[src/rtl/psmac_pkg.sv]
// Shared definitions for the digit-serial MAC sequencer.
//   state_t : sequencer FSM state (IDLE, RUN, DONE)
//   DIGIT_W : width of one operand digit
//   PROD_W  : width of the two's complement digit product
package psmac_pkg;

  typedef enum logic [1:0] {
    IDLE = 2'd0,
    RUN  = 2'd1,
    DONE = 2'd2
  } state_t;

  localparam int unsigned DIGIT_W = 2;
  localparam int unsigned PROD_W  = 5;

endpackage

[src/rtl/psmac_align.sv]
// Aligns one digit product to its weight inside the accumulator.
//   p     : two's complement digit product
//   shift : digit position i+j; the product is scaled by 4**shift
//   term  : p sign-extended to ACC_W and shifted left by 2*shift
module psmac_align
  import psmac_pkg::*;
#(
  parameter int unsigned ACC_W = 24,
  parameter int unsigned SUM_W = 3
) (
  input  logic [PROD_W-1:0] p,
  input  logic [SUM_W-1:0]  shift,
  output logic [ACC_W-1:0]  term
);

  logic [ACC_W-1:0] ext;

  always_comb begin
    ext  = {{(ACC_W-PROD_W){p[PROD_W-1]}}, p};
    // Each digit position is worth two bits.
    term = ext << {shift, 1'b0};
  end

endmodule

[src/rtl/psmac_digit_seq.sv]
// Digit-serial multiply-accumulate sequencer. Walks all N*N digit pairs of
// the latched operands through an external 2-bit digit multiplier and sums
// the aligned partial products into acc.
//   clk, rst_n           : clock, asynchronous active-low reset
//   in_valid, in_ready   : operand handshake (a, b, signedness, acc_clr)
//   md, mr, sx, sy       : digits and sign-extension enables to the multiplier
//   p                    : digit product returned by the multiplier
//   out_valid, out_ready : result handshake; acc is final while out_valid
//   acc                  : running accumulator
module psmac_digit_seq
  import psmac_pkg::*;
#(
  parameter int unsigned ACC_W = 24,
  parameter int unsigned OP_W  = 8
) (
  input  logic              clk,
  input  logic              rst_n,
  input  logic              in_valid,
  output logic              in_ready,
  input  logic [OP_W-1:0]   a,
  input  logic [OP_W-1:0]   b,
  input  logic              a_signed,
  input  logic              b_signed,
  input  logic              acc_clr,
  output logic [1:0]        md,
  output logic [1:0]        mr,
  output logic              sx,
  output logic              sy,
  input  logic [PROD_W-1:0] p,
  output logic              out_valid,
  input  logic              out_ready,
  output logic [ACC_W-1:0]  acc
);

  localparam int unsigned N     = OP_W / DIGIT_W;
  localparam int unsigned CNT_W = (N > 1) ? $clog2(N) : 1;
  localparam logic [CNT_W-1:0] LAST = CNT_W'(N - 1);

  state_t           state;
  logic [OP_W-1:0]  a_q;
  logic [OP_W-1:0]  b_q;
  logic             as_q;
  logic             bs_q;
  logic [CNT_W-1:0] i;
  logic [CNT_W-1:0] j;
  logic [CNT_W:0]   digit_sum;
  logic [ACC_W-1:0] term;
  logic             run;

  always_comb begin
    run       = (state == RUN);
    in_ready  = (state == IDLE);
    out_valid = (state == DONE);
    digit_sum = {1'b0, i} + {1'b0, j};
    md        = '0;
    mr        = '0;
    sx        = 1'b0;
    sy        = 1'b0;
    if (run) begin
      md = a_q[{i, 1'b0} +: DIGIT_W];
      mr = b_q[{j, 1'b0} +: DIGIT_W];
      // Only the top digit of a signed operand carries the sign.
      sx = as_q & (i == LAST);
      sy = bs_q & (j == LAST);
    end
  end

  psmac_align #(
    .ACC_W (ACC_W),
    .SUM_W (CNT_W + 1)
  ) u_align (
    .p     (p),
    .shift (digit_sum),
    .term  (term)
  );

  always_ff @(posedge clk or negedge rst_n) begin
    if (!rst_n) begin
      state <= IDLE;
      a_q   <= '0;
      b_q   <= '0;
      as_q  <= 1'b0;
      bs_q  <= 1'b0;
      i     <= '0;
      j     <= '0;
      acc   <= '0;
    end else begin
      case (state)
        IDLE: begin
          if (in_valid) begin
            a_q   <= a;
            b_q   <= b;
            as_q  <= a_signed;
            bs_q  <= b_signed;
            i     <= '0;
            j     <= '0;
            if (acc_clr) acc <= '0;
            state <= RUN;
          end
        end
        RUN: begin
          acc <= acc + term;
          if (j == LAST) begin
            j <= '0;
            i <= i + 1'b1;
            if (i == LAST) begin
              i     <= '0;
              state <= DONE;
            end
          end else begin
            j <= j + 1'b1;
          end
        end
        DONE: begin
          if (out_ready) state <= IDLE;
        end
        default: state <= IDLE;
      endcase
    end
  end

endmodule

[config.mk]
export PLATFORM = sky130hd
export DESIGN_NAME = psmac_digit_seq
export DESIGN_NICKNAME = d
export VERILOG_FILES = /design/src/rtl/psmac_pkg.sv /design/src/rtl/psmac_align.sv /design/src/rtl/psmac_digit_seq.sv
export SDC_FILE = /design/constraint.sdc
export NUM_CORES = 1
export LEC_CHECK = 0
export CAP_MARGIN = 30
export CORE_MARGIN = 2
export CORE_UTILIZATION = 35
export CTS_BUF_LIST = sky130_fd_sc_hd__clkbuf_16
export CTS_CLUSTER_DIAMETER = 80
export DETAILED_ROUTE_END_ITERATION = 12
export DONT_BUFFER_PORTS = 1
export PLACE_DENSITY_LB_ADDON = 0.1
export RECOVER_POWER = 100
export SYNTH_ARGS = -nofsm -noshare
export SYNTH_HDL_FRONTEND = slang
export SYNTH_HIERARCHICAL = 1
export SYNTH_SLANG_ARGS = --single-unit
[constraint.sdc]
create_clock -name clk -period 6.58 [get_ports clk]
set_input_delay 1.316 -clock clk [delete_from_list [all_inputs] [get_ports clk]]
set_output_delay 1.316 -clock clk [all_outputs]
set_load 0.05 [all_outputs]
### Yosys cells after proc, flatten, opt, wreduce, memory -nomap -nowiden

Index checks and enable logic that the tools add are counted.

| cells by class | value |
|---|---|
| add/subtract/negate cells | 4 |
| $mul | 0 |
| div/mod/pow operators | 0 |
| magnitude comparators | 0 |
| eq/ne operators | 9 |
| shift-type cells | 3 |
| muxes and demuxes | 18 |
| bitwise gates (word level) | 2 |
| reduce and logical (&&, ||, !) cells | 7 |

Operators with widths:

| kind | number |
|---|---|
| $mux W24 | 2 |
| $pmux W24 S2 | 1 |
| $add A24 B24 Y24 | 1 |
| $shl A24 B4 Y24 | 1 |
| $mux W2 | 10 |
| $shiftx A8 B4 Y2 | 2 |
| $ne A2 B1 Y1 const B | 4 |
| $pmux W2 S2 | 2 |
| $eq A2 B2 Y1 const B | 3 |
| $pmux W2 S3 | 1 |
| $reduce_and A3 Y1 | 2 |
| $add A2 B1 Y2 const B | 2 |
| $reduce_and A2 Y1 | 2 |
| $reduce_and A4 Y1 | 1 |
| $add A2 B2 Y3 | 1 |
| $and A1 B1 Y1 | 2 |
| $eq A2 B1 Y1 const B | 1 |
| $logic_not A2 Y1 | 1 |
| $mux W1 | 2 |
| $ne A2 B2 Y1 const B | 1 |
| $reduce_bool A2 Y1 | 1 |

| word-level totals | value |
|---|---|
| bits in registers | 48 |
| bits in latches | 0 |
| memory bits (writable) | 0 |
| memory bits (read-only) | 0 |
| input bits | 28 |
| logic and storage cells | 51 |
| memories kept | 0 |

### Logic depth before layout (Yosys ltp)

| logic depth | value |
|---|---|
| depth after elaboration | 4 |
| gate-level depth with buffers | 15 |

### Cells and area by module

The synthesis kept the hierarchy.

Modules (own cells, without submodules):

| module | instances | cells an instance | area each (µm²) | seq. area each (µm²) |
|---|---|---|---|---|
| psmac_digit_seq | 1 | 300 | 3056.7 | 1201.2 |
| psmac_align | 1 | 53 | 337.8 | 0.0 |

### Worst setup path before layout

OpenSTA, ideal clock, no wires.

| path | value |
|---|---|
| kind | flip-flop to flip-flop |
| start point | register i[0] |
| end point | register acc[22] |
| setup time | 133 ps |
| data arrival time | 3717 ps |
| setup slack | 2730 ps |
| cell stages (with the launch flop) | 16 |
| path buffers | 2 |
| path through | dfrtp_1 -> ha_1 -> fa_1 -> buf_4 -> buf_6 -> nor3_1 -> ha_1 -> fa_1 -> a21oi_1 -> nor2b_1 -> a311o_1 -> a221oi_2 -> o41ai_1 -> a221oi_1 -> xor2_1 -> o21ai_0 |

| between the ends | value |
|---|---|
| cells in the longest elaborated chain, start to end | 4 |

RTL lines:

| item | RTL line | RTL |
|---|---|---|
| start: declaration | psmac_digit_seq.sv:44 | `logic [CNT_W-1:0] i;` |
| start signal: assignment | psmac_digit_seq.sv:105 | `i <= i + 1'b1;` |
| $add A2 B2 Y3 | psmac_digit_seq.sv:54 | `digit_sum = {1'b0, i} + {1'b0, j};` |
| named net digit_sum[1] | psmac_digit_seq.sv:46 | `logic [CNT_W:0] digit_sum;` |
| $shl A24 B4 Y24 | psmac_align.sv:21 | `term = ext << {shift, 1'b0};` |
| named net term[0] | psmac_digit_seq.sv:47 | `logic [ACC_W-1:0] term;` |
| $add A24 B24 Y24 | psmac_digit_seq.sv:102 | `acc <= acc + term;` |
| $pmux W24 S2 | psmac_digit_seq.sv:88 | `case (state)` |
| end signal: assignment | psmac_digit_seq.sv:102 |  |
| end: declaration | psmac_digit_seq.sv:32 | `output logic [ACC_W-1:0] acc` |

The timed path passes the listed nets, and every way through them passes these cells.
A chain may end at the register's enable or synchronous reset.

### Worst setup path in the final report

Ends and elaborated chain as after synthesis.

==> reports/qor.csv <==
metric,value,unit
via count,2537,
vias in the first global route,2498,
"Hold-fix buffers, CTS",0,
"Async S/R FF share, synth",1.00,
RSZ-0062 raised after global routing,false,
Routed WL,8060,um
worst-path fanout max,21,
Final WS setup,1.89,ns
Hold Fails Final Rpt,0,
"EDFF count, synth",0,
# DRC,0,
die width,102,um
final core occ,0.383,
# IOs,60,
drt wl/cell,17.1,um
Routed Antenna Nets,0,
Worst Path Arrival,4.84,ns
GP Congestion,0.830,
Num CTS Buffers,5,
clock slew at reported path FFs,0.08,ns
design area,3570,sq um
final period utilization,0.713,
clock root buffer master,clkbuf_16,
maximum clock path buffer count,2,
Hold WC Path Type,flip-flop to flip-flop,
CP startpoint,i[0],
FMAX,213,MHz
critical path type,flip-flop to flip-flop,
Worst EP required,6.72,ns
H-tree levels,2,
Setup Buffers After CTS,0,
fillcell total,926,
pre-CTS setup slack,2.12,ns
synthesis-to-finish area growth,5.16,%
Placed Area,3440,sq um
CTS tree,built,
outcome,completed,
Die Area,10500,sq um
Crit path largest cell delay,0.91,ns
min Tclk post-route,4.69,ns
worst clock skew,0.00803,ns
hold_sp,as_q,
"Cell Area, Synth",3390,sq um
Netlist cell types,55,
Core ar.,9330,sq um
clk sink count,48,
critical-path cell list,"ha_1, fa_1, nor3_1, ha_1, fa_1, a21oi_1, nor2b_1, a311o_1, a221oi_1, o41ai_1, a221oi_1, xor2_1, o21ai_0",
"Avg Cell Area, Syn",9.62,sq um
initial antenna violation count,1,
ys flop type,dfrtp_1,
largest net degree at the start of global routing,49,
grt total ovfl,0,
die height,102,um
R2R Path Start,i[0],
crit-path leading delay family,compound AO/OA/AOI/OAI gates,
"reg-to-reg slack, setup",1.89,ns
DRT Pass-1 Iters,4,
post_cts resized,0,
Slew headroom,0.108,
CP endpoint kind,flip-flop,
CP max-delay cell,fa_1,
DR vias/cell,5.40,
Setup TNS Final,0,ns
Ys Warns,6,
max-cap violation count,0,
number of I/O port buffers,0,
latest clock arrival within the worst-skew pair,0.30,ns
#FFs+latches synth,48,
final net count,395,
first-pass GRT wire length,13100,um
Total GRT Usage,0.160,
sequential-to-total area share from yosys stat,0.354,
dpl hpwl,5870,um
initial drt markers,80,
Gate Count Post-Synth,353,
Setup Viol. Count Final,0,
Slew Limit Fails,0,
layout cell share with drive strength beyond 1,0.109,
WP buf/inv,0,
row cnt,35,
Setup crit start kind,flip-flop,
initial cell density of the core,0.364,
"Net Count, Synth",409,
Slew @ Worst Pin,1.34,ns
## state kept, by name, indices dropped and copies added (netlist names)
| name | count |
|---|---|
| as_q | 1 |
| b_q | 8 |
| acc | 24 |
| i | 2 |
| a_q | 8 |
| bs_q | 1 |
| state | 2 |
| j | 2 |
## final timing paths
path | endpoint | cells past startpoint
max | acc[22] | 13
min | as_q | 1
max reg2reg | acc[22] | 13
min reg2reg | as_q | 1
max in group asynchronous | j[1] | 0
min in group asynchronous | acc[14] | 0
## cell families (layout without fill, tap and decap cells)
family	Yosys count	count (layout)	share of synthesized area
xor gates and xnor gates	21	21	0.0542
muxes	24	24	0.0933
buffers and inverters	28	15	0.0435
AOI/OAI and AO/OA	111	111	0.210
other	0	1	0
adders and majority gates	28	28	0.108
and+or+nand+nor	93	93	0.137
DFF	48	48	0.354
## synthesized netlist by cell type, drive strengths merged, types with 3 or more instances
master | number | area, sq um
o21bai | 3 | 22.5
a21o | 13 | 97.6
a22o | 5 | 43.8
nor2 | 10 | 37.5
mux2 | 18 | 203
and3 | 4 | 30.0
and2 | 5 | 31.3
nand3 | 7 | 35.0
xor2 | 9 | 78.8
inv | 4 | 15.0
a31oi | 5 | 31.3
ha | 26 | 325
nand2b | 8 | 55.1
dfrtp | 48 | 1200
nor2b | 6 | 37.5
nor3 | 6 | 30.0
clkbuf | 12 | 45.0
o21a | 3 | 22.5
o21ai | 35 | 175
o211ai | 3 | 22.5
nand2 | 38 | 143
xnor2 | 12 | 105
a21oi | 26 | 130
mux4 | 4 | 90.1
buf | 12 | 87.6
## stage by stage
stage | instances | hold slack, ns
floorplan | 353 | 0.473
global placement | 459 | 0.484
detailed placement | 461 | 0.489
CTS | 469 | 0.505
global route | 470 | 0.518
finish | 470 | 0.503
## metal layers
| layer | global-route usage | share of wire | wire, um | vias to the layer above |
|---|---|---|---|---|
| met5 | 0 | 0 | 0 | - |
| met4 | 0.0554 | 0.017 | 133 | 0 |
| met3 | 0.0376 | 0.041 | 331 | 10 |
| met2 | 0.256 | 0.47 | 3800 | 51 |
| met1 | 0.212 | 0.47 | 3790 | 1213 |
| li1 | - | - | - | 1263 |
## layout make-up
cell class,count,area (sq um),area share
Inverter,4,15.0,0.00421
Clock buffer,5,125,0.0351
Antenna cell,1,2.50,0.000701
Tap cell,129,161,0.0452
Clock inverter,3,25.0,0.00701
Sequential cell,48,1200,0.336
Timing Repair Buffer,3,11.3,0.00315
Multi-Input combinational cell,277,2030,0.568
## placed cells by master (no fill, tap or decap), drive strengths merged, types with 3 or more instances in the layout
| master | Yosys | final |
|---|---|---|
| o21ai | 35 | 35 |
| a21o | 13 | 13 |
| mux4 | 4 | 4 |
| ha | 26 | 26 |
| nor2b | 6 | 6 |
| and3 | 4 | 4 |
| o21bai | 3 | 3 |
| nand3 | 7 | 7 |
| nand2 | 38 | 38 |
| a31oi | 5 | 5 |
| inv | 4 | 6 |
| nand2b | 8 | 8 |
| xnor2 | 12 | 12 |
| nor3 | 6 | 6 |
| a22o | 5 | 5 |
| clkbuf | 12 | 7 |
| nor2 | 10 | 10 |
| a21oi | 26 | 26 |
| and2 | 5 | 5 |
| o211ai | 3 | 3 |
| o21a | 3 | 3 |
| dfrtp | 48 | 48 |
| xor2 | 9 | 9 |
| mux2 | 18 | 18 |
Power is left out: the tool's default activity adds up to more than one toggle a clock period on the data nets, which glitch-free logic cannot reach.
